File: config.mk
export PLATFORM = sky130hd
export DESIGN_NAME = traffic_phase_scheduler
export DESIGN_NICKNAME = d
export VERILOG_FILES = /design/src/rtl/traffic_phase_scheduler.sv
export SDC_FILE = /design/constraint.sdc
export NUM_CORES = 1
export LEC_CHECK = 0
export CAP_MARGIN = 0
export CELL_PAD_IN_SITES_DETAIL_PLACEMENT = 0
export CELL_PAD_IN_SITES_GLOBAL_PLACEMENT = 1
export CORE_ASPECT_RATIO = 1.75
export CORE_MARGIN = 1.5
export CORE_UTILIZATION = 44
export CTS_CLUSTER_DIAMETER = 100
export DETAILED_ROUTE_END_ITERATION = 10
export DONT_BUFFER_PORTS = 1
export GPL_TIMING_DRIVEN = 1
export MAX_ROUTING_LAYER = met4
export PLACE_DENSITY = 0.77
export SYNTH_ARGS = -nofsm -noshare
export SYNTH_HDL_FRONTEND = slang
export SYNTH_SLANG_ARGS = --single-unit
export TNS_END_PERCENT = 50
File: constraint.sdc
create_clock -name clk -period 3.3 [get_ports clk]
set_input_delay 0.165 -clock clk [delete_from_list [all_inputs] [get_ports clk]]
set_output_delay 0.165 -clock clk [all_outputs]
set_load 0.05 [all_outputs]
File: src/rtl/traffic_phase_scheduler.sv
// traffic_phase_scheduler
// Sequences a main/side intersection with a pedestrian walk phase and an
// emergency preempt. Every timed state is driven by one 32-bit down-counter
// loaded with dwell-1 on entry. A state whose counter reads zero has run its
// full dwell.
//
// Ports
//   clk      in   single clock, rising edge
//   rst_n    in   asynchronous active-low reset
//   car      in   side-road car present (level)
//   ped_req  in   pedestrian button (pulse or level), latched into ped_pend
//   emerg    in   emergency preempt (level)
//   light    out  {main R,Y,G, side R,Y,G}, registered
//   walk     out  pedestrian walk lamp, registered
//   ped_ack  out  one-cycle pulse on walk-phase entry
//   phase    out  current state code
//
// state | meaning
// MG  0 | main green, untimed hold after GREEN_MIN
// MY  1 | main yellow
// AR1 2 | all-red before side/walk service
// SG  3 | side green
// SY  4 | side yellow
// AR2 5 | all-red before returning to main (or emergency)
// PW  6 | pedestrian walk, all vehicle lamps red
// EM  7 | emergency hold, all red while emerg=1
module traffic_phase_scheduler #(
  parameter int GREEN_MIN = 8,
  parameter int YELLOW_T  = 3,
  parameter int ALLRED_T  = 2,
  parameter int SIDE_T    = 6,
  parameter int WALK_T    = 5
) (
  input  logic       clk,
  input  logic       rst_n,
  input  logic       car,
  input  logic       ped_req,
  input  logic       emerg,
  output logic [5:0] light,
  output logic       walk,
  output logic       ped_ack,
  output logic [2:0] phase
);

  typedef enum logic [2:0] {
    MG  = 3'd0,
    MY  = 3'd1,
    AR1 = 3'd2,
    SG  = 3'd3,
    SY  = 3'd4,
    AR2 = 3'd5,
    PW  = 3'd6,
    EM  = 3'd7
  } state_t;

  state_t      state_q, state_d;
  logic [31:0] timer_q, timer_d;
  logic        ped_pend_q, ped_pend_d;
  logic        last_ped_q, last_ped_d;   // 1: pedestrian was served last
  logic [5:0]  light_q, light_d;
  logic        walk_q, walk_d;
  logic        ped_ack_q, ped_ack_d;
  logic        expired;
  logic        entering;
  logic        enter_pw;

  assign expired  = (timer_q == 32'd0);
  assign entering = (state_d != state_q);
  assign enter_pw = entering && (state_d == PW);

  always_comb begin
    state_d = state_q;
    case (state_q)
      MG: begin
        if (emerg)                              state_d = EM;
        else if (expired && (car || ped_pend_q)) state_d = MY;
      end
      MY:  if (expired) state_d = AR1;
      AR1: begin
        if (expired) begin
          if (emerg)                    state_d = EM;
          else if (car && ped_pend_q)   state_d = last_ped_q ? SG : PW;
          else if (car)                 state_d = SG;
          else if (ped_pend_q)          state_d = PW;
          else                          state_d = MG;
        end
      end
      // Emergency cuts side green short but still clears through yellow.
      SG:  if (emerg || expired) state_d = SY;
      SY:  if (expired) state_d = AR2;
      AR2: if (expired) state_d = emerg ? EM : MG;
      // The walk always completes; with emerg it skips the second all-red.
      PW:  if (expired) state_d = emerg ? EM : AR2;
      EM:  if (!emerg) state_d = MG;
      default: state_d = MG;
    endcase
  end

  always_comb begin
    timer_d = timer_q;
    if (entering) begin
      case (state_d)
        MG:       timer_d = 32'(GREEN_MIN - 1);
        MY, SY:   timer_d = 32'(YELLOW_T - 1);
        AR1, AR2: timer_d = 32'(ALLRED_T - 1);
        SG:       timer_d = 32'(SIDE_T - 1);
        PW:       timer_d = 32'(WALK_T - 1);
        default:  timer_d = 32'd0;
      endcase
    end else if (!expired) begin
      timer_d = timer_q - 32'd1;
    end
  end

  always_comb begin
    last_ped_d = last_ped_q;
    if (entering && state_d == SG) last_ped_d = 1'b0;
    if (enter_pw)                  last_ped_d = 1'b1;
    // A press during the walk itself is held for the next service.
    ped_pend_d = enter_pw ? 1'b0 : (ped_pend_q | ped_req);
    ped_ack_d  = enter_pw;
    walk_d     = (state_d == PW);
    case (state_d)
      MG:      light_d = 6'b001100;
      MY:      light_d = 6'b010100;
      SG:      light_d = 6'b100001;
      SY:      light_d = 6'b100010;
      default: light_d = 6'b100100;
    endcase
  end

  always_ff @(posedge clk or negedge rst_n) begin
    if (!rst_n) begin
      state_q    <= MG;
      timer_q    <= 32'(GREEN_MIN - 1);
      ped_pend_q <= 1'b0;
      last_ped_q <= 1'b1;
      light_q    <= 6'b001100;
      walk_q     <= 1'b0;
      ped_ack_q  <= 1'b0;
    end else begin
      state_q    <= state_d;
      timer_q    <= timer_d;
      ped_pend_q <= ped_pend_d;
      last_ped_q <= last_ped_d;
      light_q    <= light_d;
      walk_q     <= walk_d;
      ped_ack_q  <= ped_ack_d;
    end
  end

  assign light   = light_q;
  assign walk    = walk_q;
  assign ped_ack = ped_ack_q;
  assign phase   = state_q;

endmodule

---- Yosys cells after proc, flatten, opt, wreduce, memory -nomap -nowiden ----
Cells that the tools add are included.
operators by class
  $add $sub $neg .......................... 1
  equal/unequal tests ..................... 15
  mux-type cells .......................... 24
  bitwise logic cells ..................... 1
  reduce and logical (&&, ||, !) cells .... 12
operators with widths
  cell                                                 number
  2-to-1 mux 32 bit                                    2
  2-to-1 mux 3 bit                                     15
  zero test 32 bit                                     1
  subtractor 32 x 1 -> 32 bit (second input constant)  1
  one-hot mux 3 bit (8 select lines)                   1
  one-hot mux 6 bit (4 select lines)                   1
  == test 3 bit (second input constant)                7
  one-hot mux 3 bit (5 select lines)                   1
  == test 3 x 2 -> 1 bit (second input constant)       4
  == test 3 x 1 -> 1 bit (second input constant)       2
  zero test 3 bit                                      2
  logical AND 1 bit                                    4
  OR reduction 2 bit                                   2
  2-to-1 mux 1 bit                                     3
  != test 3 bit                                        1
  logical OR 1 bit                                     2
  2-to-1 mux 2 bit                                     1
  != test 2 x 1 -> 1 bit (second input constant)       1
  nonzero test 2 bit                                   1
  bitwise OR 1 bit                                     1
word-level totals
  bits in registers ....................... 45
  input port bits ......................... 5
  output and inout bits ................... 11
  logic and storage cells ................. 60

---- Logic depth before layout (Yosys ltp) ----
Gate-level depths: netlist of the first run.
  depth in word-level cells ............... 10
  gate-level depth with buffers ........... 12

---- Least setup slack after synthesis of the first run ----
Ideal clock, no wire load.
  kind .................................... reg-to-reg
  start ................................... register timer_q[24]
  end ..................................... register timer_q[17]
  library setup time ...................... 0.119 ns
  data arrival time ....................... 2.957 ns
  slack ................................... 0.224 ns
  stages on the path, launching flop included .. 12
  path buffers ............................ 4
  clock period less this slack ............ 3.076 ns
  cells stage by stage .................... dfrtp_1 > or4_4 > or4_4 > buf_6 > or3_4 > buf_6 > o211a_1 > a211o_1 > nand2_1 > buf_4 > buf_4 > nor2_1
on the way
  longest elaborated chain between the ends .. 7
ends and longest elaborated chain
  item                                                                          RTL line  source
  start, declared                                                               57        logic [31:0] timer_q, timer_d;
  start signal, assigned                                                        135       timer_q <= 32'(GREEN_MIN - 1);
  start signal, assigned                                                        143       timer_q <= timer_d;
  zero test 32 bit (*)                                                          67        assign expired = (timer_q == 32'd0);
  logical AND 1 bit                                                             76        else if (expired && (car || ped_pend_q)) state_d = MY;
  2-to-1 mux 3 bit                                                              76
  2-to-1 mux 3 bit                                                              75        if (emerg) state_d = EM;
  one-hot mux 3 bit (8 select lines)                                            73        case (state_q)
  != test 3 bit                                                                 68        assign entering = (state_d != state_q);
  != test 2 x 1 -> 1 bit (no line) / 2-to-1 mux 32 bit (equally long branches)  -
Mark *: on every way between the ends. The rest lies on a longest branch, timed or not.
A chain may end at the register's enable or synchronous reset.

---- Worst setup path after layout of the first run ----
  start ................................... register timer_q[24]
  end ..................................... register timer_q[1]
on the way
  longest elaborated chain between the ends .. 9
ends and longest elaborated chain
  item                                                  RTL line  source
  zero test 32 bit (*)                                  67
  logical AND 1 bit                                     76
  2-to-1 mux 3 bit                                      76
  2-to-1 mux 3 bit                                      75
  one-hot mux 3 bit (8 select lines)                    73
  == test 3 x 2 -> 1 bit, or another cell as far along  102       case (state_d)
  OR reduction 2 bit                                    102
  one-hot mux 3 bit (5 select lines)                    102
  2-to-1 mux 32 bit                                     101       if (entering) begin
Marked as above.

==> results of run 1 <==
## per-layer routing
metal  track usage  vias to the layer above  share of wire
li1              -                     1025              -
met3        0.0361                       18          0.026
met5             -                        -              0
met2         0.362                       40           0.56
met1         0.240                      988           0.38
met4         0.113                        0          0.040
## cell families (layout without fill, tap and decap cells)
group                    count (synthesis)  in the layout  synth area share
adder cells (fa/ha/maj)                  1              1           0.00487
buffers and inverters                   24             38            0.0579
multiplexers                             1              1           0.00438
AO/OA/AOI/OAI                           52             52             0.141
XOR/XNOR                                26             26            0.0886
AND/OR/NAND/NOR                        133            133             0.262
flip-flops                              45             45             0.441
## stage by stage
step | util | total power, mW | hold WS, ns | area [um^2]
finish | 0.513 | 2.13 | 0.365 | 2860
global route | 0.513 | 2.30 | 0.379 | 2860
CTS | 0.513 | 2.16 | 0.370 | 2860
detailed placement | 0.483 | 1.69 | -0.129 | 2700
global placement | 0.483 | 1.68 | -0.129 | 2700
floorplan | - | 1.51 | -0.131 | 2570
## critical path, cell delays in order, from the launching register on
cell and delay (ns):
dfrtp_1 0.42, or4_4 0.56, or4_4 0.51, o41ai_1 0.52, o21a_1 0.24, a211oi_1 0.10
nor2_1 0.33, mux2_2 0.38
## cells in the mapped netlist (all sizes together), types with 2 or more instances
cell     n
nor2    58
dfrtp   39
nand2   18
a21oi   15
xnor2   14
inv     12
xor2    12
nor3    11
nor4     9
buf      7
nand3    7
dfstp    6
or4      6
clkbuf   5
nand2b   5
o21ai    5
o41ai    5
nand4    4
o31ai    4
or3      4
a21boi   3
a31oi    3
nor4b    3
a211oi   2
and3     2
nand3b   2
nand4b   2
o21a     2
o22ai    2
## flip-flops by register name, summed over array words and instances, names as in the netlist
register	count
phase	3
ped_ack	1
walk	1
light	6
timer_q	32
last_ped_q	1
ped_pend_q	1
## report_power, final
part | switching (mW) | total [mW] | internal (mW)
combinational | 0.420 | 0.783 | 0.363
sequential | 0.175 | 0.909 | 0.734
clock | 0.208 | 0.439 | 0.231
## cell type report
class / instances / share of cell area
Multi-Input combinational cell: 213 / 0.450
Sequential cell: 45 / 0.396
Timing Repair Buffer: 18 / 0.0647
Tap cell: 76 / 0.0332
Clock buffer: 5 / 0.0240
Clock inverter: 3 / 0.0166
Inverter: 12 / 0.0157
## timing repair
item | 4_1_cts | 5_1_grt
hold endpoints to repair | 46 | 0
resized for setup | 0 | 0
hold buffers | 3 | 0
## final timing paths
check	slack, ns	end	cells after the start
max in group asynchronous	2.66	light[2]	2
worst min-delay path	0.36	timer_q[7]	2
worst max register to register	0.19	timer_q[1]	7
min in group clk	0.39	phase[1]	5
worst max-delay path	0.19	timer_q[1]	7
worst min register to register	0.51	last_ped_q	2
==> summary.txt, run 1 <==
Finish
  – Antenna diode count: 0
  – Fill cells: 587
  – Synth-to-layout area growth: 11.4%
  – Register area: 1130 um^2
  – Share of layout cells above drive strength 1: 0.145
  – Most frequent cells in the layout: 58 x nor2_1, 39 x dfrtp_1, 18 x nand2_1
  – Post-layout net count: 301
  – Post-Layout Cell Count: approximately 370
  – Multi-input logic area: 1290 um^2
  – Commonest non-fill, non-tap cell in the layout: nor2_1

Logic synthesis
  – Post-synthesis sequential area ratio: 0.441
  – Seq cells post-synth: 45
  – Top FF cell, synth: dfrtp_1
  – Leading area contributor after synthesis: dfrtp_1
  – Cells after Synth: 282
  – Synth Cell Area: 2570 um^2
  – Syn nets: 288
  – Synth top area cells: dfrtp_1 38%, nor2_1 8.5%, dfstp_2 6.1%
  – Number of enable flip-flop cells after synthesis: 0
  – Yosys warnings: 0
  – Distinct cells, synth: 53
  – Async set-reset flop share out of synthesis: 1.00
  – Post-Syn Area per Cell: roughly 9.1 um^2
  – Yosys top cell area share: 0.380

Clock network
  – H-tree depth: 2
  – Total CTS buffers: 5
  – Post-CTS setup buffer count: 0
  – Worst-Skew Late Latency: 0.31 ns
  – Clk sinks: 45
  – Worst-path clk slew: roughly 0.09 ns
  – Worst-case clock buffer depth: 2
  – Clock root buffer: clkbuf_8
  – CTS tree: done

STA
  – Worst-Margin Slew: 0.895 ns
  – Final setup margin: 0.194 ns
  – Final period util: 0.941
  – Final setup TNS: 0 ns
  – Post-layout min period: 3.11 ns
  – Fmax: about 0.32 GHz
  – RSZ-0062 raised after global routing: no
  – Rel. slew slack: 0.403
  – Slew Limit Fails: 0
  – Final setup viols: 0
  – Final Hold Vio Count: 0
  – Skew final: 0.00686 ns

Run
  – Max cap viols: 0

Critical path
  – Arrival time worst endpoint: ~3.4 ns
  – Setup CP Type: flip-flop to flip-flop
  – Startpoint Class: flip-flop
  – Worst setup EP type: flip-flop
  – RR Startpoint: timer_q[24]
  – Worst setup startpoint: timer_q[24]
  – CP Max Fanout: 10
  – CP Data Required Time: 3.54 ns

Floorplanning
  – Die width: 60.8 um
  – Core area: 5590 um^2
  – I/O pins: 16
  – Initial core utilization: 0.460
  – Die height: 104 um
  – Die area: 6330 um^2
  – FP Rows: 36

Routing
  – Vias/cell: 5.57
  – Drt initial violations: between 50 and 60
  – Via count: 2071
  – Routed Antenna Nets: 0
  – Residual DRC: 0
  – Final WL: 6.05 mm
  – First drt pass iteration count: 4
  – Wire per inst: around 16 um

Pwr
  – PwrDens: 745 nW/um^2
  – Leak Pwr: around 1.3 nW
  – VDD IR max: 0.401 mV

GRT
  – First-pass GRT wire length: 10.0 mm
  – Grt total ovfl: 0
  – Initial antenna violation count: 0
  – Aggregate global-route resource usage: 0.218
  – Number of global-route vias before repair: 2024
  – Largest net degree at the start of global routing: 46

Outcome
  – Status: complete, no violations

Placed design
  – Buffers on Ports: 0
  – Placed Instances: 361
  – HPWL after detailed placement: 4.40 mm
  – Gpl congestion: 0.886
  – Place WS: 0.221 ns

Min path
  – Hold Path Class: input pin to asynchronous set/reset pin
Power figures use the tool's default switching activity.
==> run 2: changes to the inputs <==
--- a/config.mk
+++ b/config.mk
@@ -17,6 +17,7 @@
 export GPL_TIMING_DRIVEN = 1
 export MAX_ROUTING_LAYER = met4
 export PLACE_DENSITY = 0.77
+export REMOVE_ABC_BUFFERS = 1
 export SYNTH_ARGS = -nofsm -noshare
 export SYNTH_HDL_FRONTEND = slang
 export SYNTH_SLANG_ARGS = --single-unit
==> run 2 against run 1 <==
Against the previous run:
- power decreased by 2.8%
- worst hold slack improved by 0.016 ns
- clock skew decreased by 0.0018 ns
- sequential cell count unchanged
- sequential power is 1% higher
- routed wire length increased by 3.6%
==> summary.txt, run 2 (synthesis results as in run 1) <==
STA
  – Slew Limit Fails: 0
  – Final period util: 0.963
  – Fmax: 0.315 GHz
  – Final Hold Vio Count: 0
  – Skew final: 0.00505 ns
  – Post-layout min period: 3.18 ns
  – Worst-Margin Slew: between 0.6 and 0.7 ns
  – RSZ-0062 raised after global routing: no
  – Rel. slew slack: 0.536
  – Final setup viols: 0

Finish
  – Number of flip-flops in the largest register: 32
  – Most frequent cells in the layout: 58 x nor2_1, 39 x dfrtp_1, 18 x nand2_1
  – Commonest non-fill, non-tap cell in the layout: nor2_1
  – Share of layout cells above drive strength 1: 0.139
  – Post-Layout Cell Count: 370
  – Core Util, Final: 0.504
  – Most flops, register: timer_q
  – Fill cells: around 570
  – Antenna diode count: 0
  – Synth-to-layout area growth: 9.59%
  – Post-layout net count: between 200 and 300

GRT
  – Largest net degree at the start of global routing: 46
  – Number of global-route vias before repair: around 2200
  – Routing usage on met3: 0.0361
  – Gr busiest metal: met2
  – Grt total ovfl: 0
  – Met2 GRT Util: 0.381
  – Initial antenna violation count: 0
  – Aggregate global-route resource usage: 0.222
  – First-pass GRT wire length: 10.4 mm
  – Met1 Use GR: 0.236

Min path
  – Hold Path Depth: 3
  – Worst Hold Path EP: light[5]
  – Hold Path Class: input pin to flip-flop
  – Hold Path Origin: emerg

Clock network
  – Clock root buffer: clkbuf_8
  – Post-CTS setup buffer count: 0
  – Worst-case clock buffer depth: 2
  – Hold buffers post-CTS: 3
  – CTS tree: done
  – H-tree depth: 2
  – Worst-path clk slew: around 0.1 ns
  – Total CTS buffers: 5
  – Clk sinks: 45
  – Worst-Skew Late Latency: between 0.3 and 0.4 ns
  – Post-cts resize count: 0

Critical path
  – Worst setup EP type: flip-flop
  – R2R setup slack: 0.12 ns
  – Worst reg2reg endpoint: timer_q[1]
  – Setup CP Type: flip-flop to flip-flop
  – CP Data Required Time: 3.55 ns
  – Reg2Reg Depth: 8
  – RR Startpoint: timer_q[24]
  – Arrival time worst endpoint: 3.42 ns
  – CP Max Fanout: 10
  – Startpoint Class: flip-flop

Placed design
  – Placed Instances: 359
  – Gpl congestion: 0.841
  – Buffers on Ports: 0
  – HPWL after detailed placement: about 4.5 mm

Floorplanning
  – Die width: 60.8 um
  – Die height: 104 um
  – FP Rows: 36
  – Core area: 5590 um^2
  – I/O pins: 16
  – Initial core utilization: 0.460
  – Die area: 6330 um^2

Pwr
  – Gate power share: 0.374
  – Internal power: ~1.2 mW
  – Net Switching: 825 uW
  – Sequential Power Share: 0.445
  – Sw frac: 0.398
  – PwrDens: 736 nW/um^2
  – VDD IR max: 0.452 mV
  – Total power draw: 2.07 mW
  – Clock share of power: 0.182
  – Leak Pwr: approximately 1.2 nW

Routing
  – Via count: 2134
  – Residual DRC: 0
  – Final WL: around 6.3 mm
  – Drt initial violations: 93
  – Vias/cell: 5.77
  – Wire per inst: 16.9 um
  – Routed Antenna Nets: 0
  – First drt pass iteration count: 4

Outcome
  – Status: complete, no violations

Run
  – Max cap viols: 0
## run 2: through the flow
stage / instance area, um^2 / hold slack (ns) / setup WS, ns / setup TNS [ns]
global route: 2820 / 0.419 / 0.00171 / 0
global placement: 2670 / -0.129 / 0.124 / 0
floorplan: 2470 / -0.131 / -0.0425 / -1.13
detailed placement: 2670 / -0.129 / 0.143 / 0
CTS: 2820 / 0.367 / 0.124 / 0
finish: 2820 / 0.380 / 0.121 / 0
## run 2: worst max-delay path by stage
stage | slack [ns] | cells past startpoint | end | from
6_report | 0.12 | 8 | timer_q[1] | timer_q[24]
5_1_grt | 0.002 | 8 | timer_q[1] | timer_q[24]
4_1_cts | 0.12 | 8 | timer_q[1] | timer_q[24]
3_5_place_dp | 0.14 | 8 | timer_q[1] | timer_q[24]
3_3_place_gp | 0.12 | 8 | timer_q[1] | timer_q[24]
2_1_floorplan | -0.04 | 7 | timer_q[10] | timer_q[24]
## run 2: metal layers
layer	vias up	routed length [um]
met5	-	0
met4	0	267
met3	20	197
met2	54	3500
met1	1043	2310
li1	1017	-
## run 2: final cells by class
class	instances	area, um^2	area share
sequential	45	1130	0.402
tap	76	95.1	0.0338
clock inverter	3	28.8	0.0102
multi-input combinational	213	1290	0.457
clock buffer	5	68.8	0.0244
inverter	12	45.0	0.0160
timing repair buffer	16	158	0.0560
## run 2: power by group through the flow
| stage | Clock, mW | Sequential [mW] | Combinational, mW |
|---|---|---|---|
| after floorplan | 0 | 0.882 | 0.579 |
| after global placement | 0 | 0.929 | 0.741 |
| after detailed placement | 0 | 0.934 | 0.752 |
| after CTS | 0.393 | 0.922 | 0.778 |
| after global routing | 0.410 | 0.948 | 0.883 |
| final | 0.377 | 0.921 | 0.774 |
## run 2: worst max-delay path, stage by stage (launching register included)
cell and delay, ns:
dfrtp_1 0.42, or4_4 0.57, or4_4 0.51, o41ai_1 0.56, o311ai_0 0.26, nor3_2 0.25
buf_4 0.18, a21oi_1 0.07, mux2_2 0.29
==> run 3: changes to the inputs <==
==> constraint.sdc (replaced) <==
create_clock -name clk -period 2.7 [get_ports clk]
set_input_delay 0.135 -clock clk [delete_from_list [all_inputs] [get_ports clk]]
set_output_delay 0.135 -clock clk [all_outputs]
set_load 0.05 [all_outputs]
==> run 3 against run 2 <==
Against the previous run:
- the flow now finishes with violations (negative setup slack)
- final area grew 21%
- worst hold slack lost 0.077 ns
- via count grew 7.7%
- clock-buffer cell count is the same
- power grew 45%
- critical endpoint is now timer_q[23]
- largest cell class unchanged
==> summary.txt, run 3 (synthesis results as in run 1) <==
Placed design
  – HPWL after detailed placement: around 5 mm
  – Gpl congestion: 0.939
  – Placement Cell Area: 3010 um^2
  – Buffers on Ports: 0

Floorplanning
  – Die width: 60.8 um
  – Die height: 104 um
  – FP Rows: 36
  – Core area: about 5600 um^2
  – Initial core utilization: 0.460
  – Die area: 6330 um^2
  – I/O pins: 16

STA
  – Post-layout min period: 2.87 ns
  – Worst hold slack: 0.303 ns
  – Final period util: 1.06
  – RSZ-0062 raised after global routing: yes
  – Final setup margin: -0.167 ns
  – Final Hold Vio Count: 0
  – Fmax: 0.349 GHz
  – Final setup viols: 37
  – Slew Limit Fails: 0
  – Final setup TNS: -5.03 ns
  – Rel. slew slack: 0.550
  – Skew final: 0.0100 ns
  – Worst-Margin Slew: 0.670 ns

Finish
  – Antenna diode count: 0
  – Post-layout net count: roughly 350
  – Commonest non-fill, non-tap cell in the layout: buf_4
  – Design area: 3410 um^2
  – Core Util, Final: 0.611
  – Most frequent cells in the layout: 62 x buf_4, 57 x nor2_1, 39 x dfrtp_1
  – Number of flip-flops in the largest register: 32
  – Synth-to-layout area growth: 32.9%
  – Fill cells: around 520
  – Most flops, register: timer_q
  – Share of layout cells above drive strength 1: 0.327

GRT
  – Aggregate global-route resource usage: 0.245
  – Initial antenna violation count: 0
  – Number of global-route vias before repair: ~2400
  – Largest net degree at the start of global routing: 46
  – Grt total ovfl: 0
  – First-pass GRT wire length: ~11 mm

Routing
  – Routed Antenna Nets: 0
  – Vias/cell: ~5.4
  – Wire per inst: 16.5 um
  – Drt initial violations: 48
  – First drt pass iteration count: 4
  – Via count: between 2000 and 2500
  – Final WL: 7.00 mm
  – Residual DRC: 0

Critical path
  – Setup CP Type: flip-flop to flip-flop
  – Worst path top cell family by delay: simple AND/OR/NAND/NOR gates
  – Startpoint Class: flip-flop
  – Worst path max stage delay: 0.54 ns
  – Cells along the critical path: or4_4 -> or4_4 -> or3_4 -> o211a_1 -> a211o_1 -> nand2_2 -> clkbuf_16 -> nor2_1
  – Worst setup EP type: flip-flop
  – CP Data Required Time: 2.92 ns
  – Bufs and invs on worst path: 1
  – CP max-delay cell: or4_4
  – CP Max Fanout: 11
  – Cell mode on critical path: or4_4
  – Arrival time worst endpoint: 3.08 ns

Pwr
  – Leak Pwr: 1.59 nW
  – VDD IR max: 0.556 mV
  – PwrDens: 883 nW/um^2

Clock network
  – Total CTS buffers: 5
  – H-tree depth: 2
  – Clock root buffer: clkbuf_8
  – Worst-Skew Late Latency: ~0.32 ns
  – CTS tree: done
  – Worst-case clock buffer depth: 2
  – Worst-path clk slew: roughly 0.10 ns
  – Clk sinks: 45

Outcome
  – Failing checks: negative setup slack
  – Status: finished with violations

Run
  – Max cap viols: 0

Min path
  – Hold Path Class: input pin to asynchronous set/reset pin
-- run 3: timing repair --
item	4_1_cts	5_1_grt
buffers inserted	9	1
pin swaps	25	5
gates cloned	0	1
hold endpoints to repair	46	0
hold buffers	3	0
setup endpoints to repair	44	44
resized for setup	26	7
-- run 3: routing by layer --
metal	share of wire	track usage
met1	0.36	0.254
met2	0.57	0.415
met3	0.034	0.0522
met4	0.035	0.127
met5	0	-
-- run 3: worst paths after layout --
path                       slack [ns]          end  depth (start not counted)   startpoint
max in group asynchronous        2.10   timer_q[2]                          2        rst_n
min in group clk                 0.33   last_ped_q                          4        emerg
max reg2reg                     -0.17  timer_q[23]                          8  timer_q[26]
max                             -0.17  timer_q[23]                          8  timer_q[26]
min                              0.30  timer_q[12]                          2        rst_n
min reg2reg                      0.49   last_ped_q                          2   last_ped_q
-- run 3: where the power goes --
| group | switching (mW) | internal (mW) |
|---|---|---|
| combinational | 0.729 | 0.750 |
| clock | 0.275 | 0.196 |
| sequential | 0.169 | 0.895 |
| total | 1.17 | 1.84 |
-- run 3: area by class of cell --
cell class	count	area (um^2)	area share
sequential	45	1130	0.332
inverter	12	45.0	0.0132
timing repair buffer	71	603	0.177
multi-input combinational	213	1440	0.422
clock inverter	3	28.8	0.00843
tap	76	95.1	0.0278
clock buffer	5	68.8	0.0202
-- run 3: metrics by stage --
| stage | total power, mW | cells | setup WS, ns |
|---|---|---|---|
| after floorplan | 1.79 | 270 | -0.642 |
| after global placement | 2.29 | 404 | -0.421 |
| after detailed placement | 2.32 | 404 | -0.400 |
| after CTS | 2.97 | 423 | -0.219 |
| after global routing | 3.22 | 425 | -0.245 |
| final | 3.01 | 425 | -0.167 |
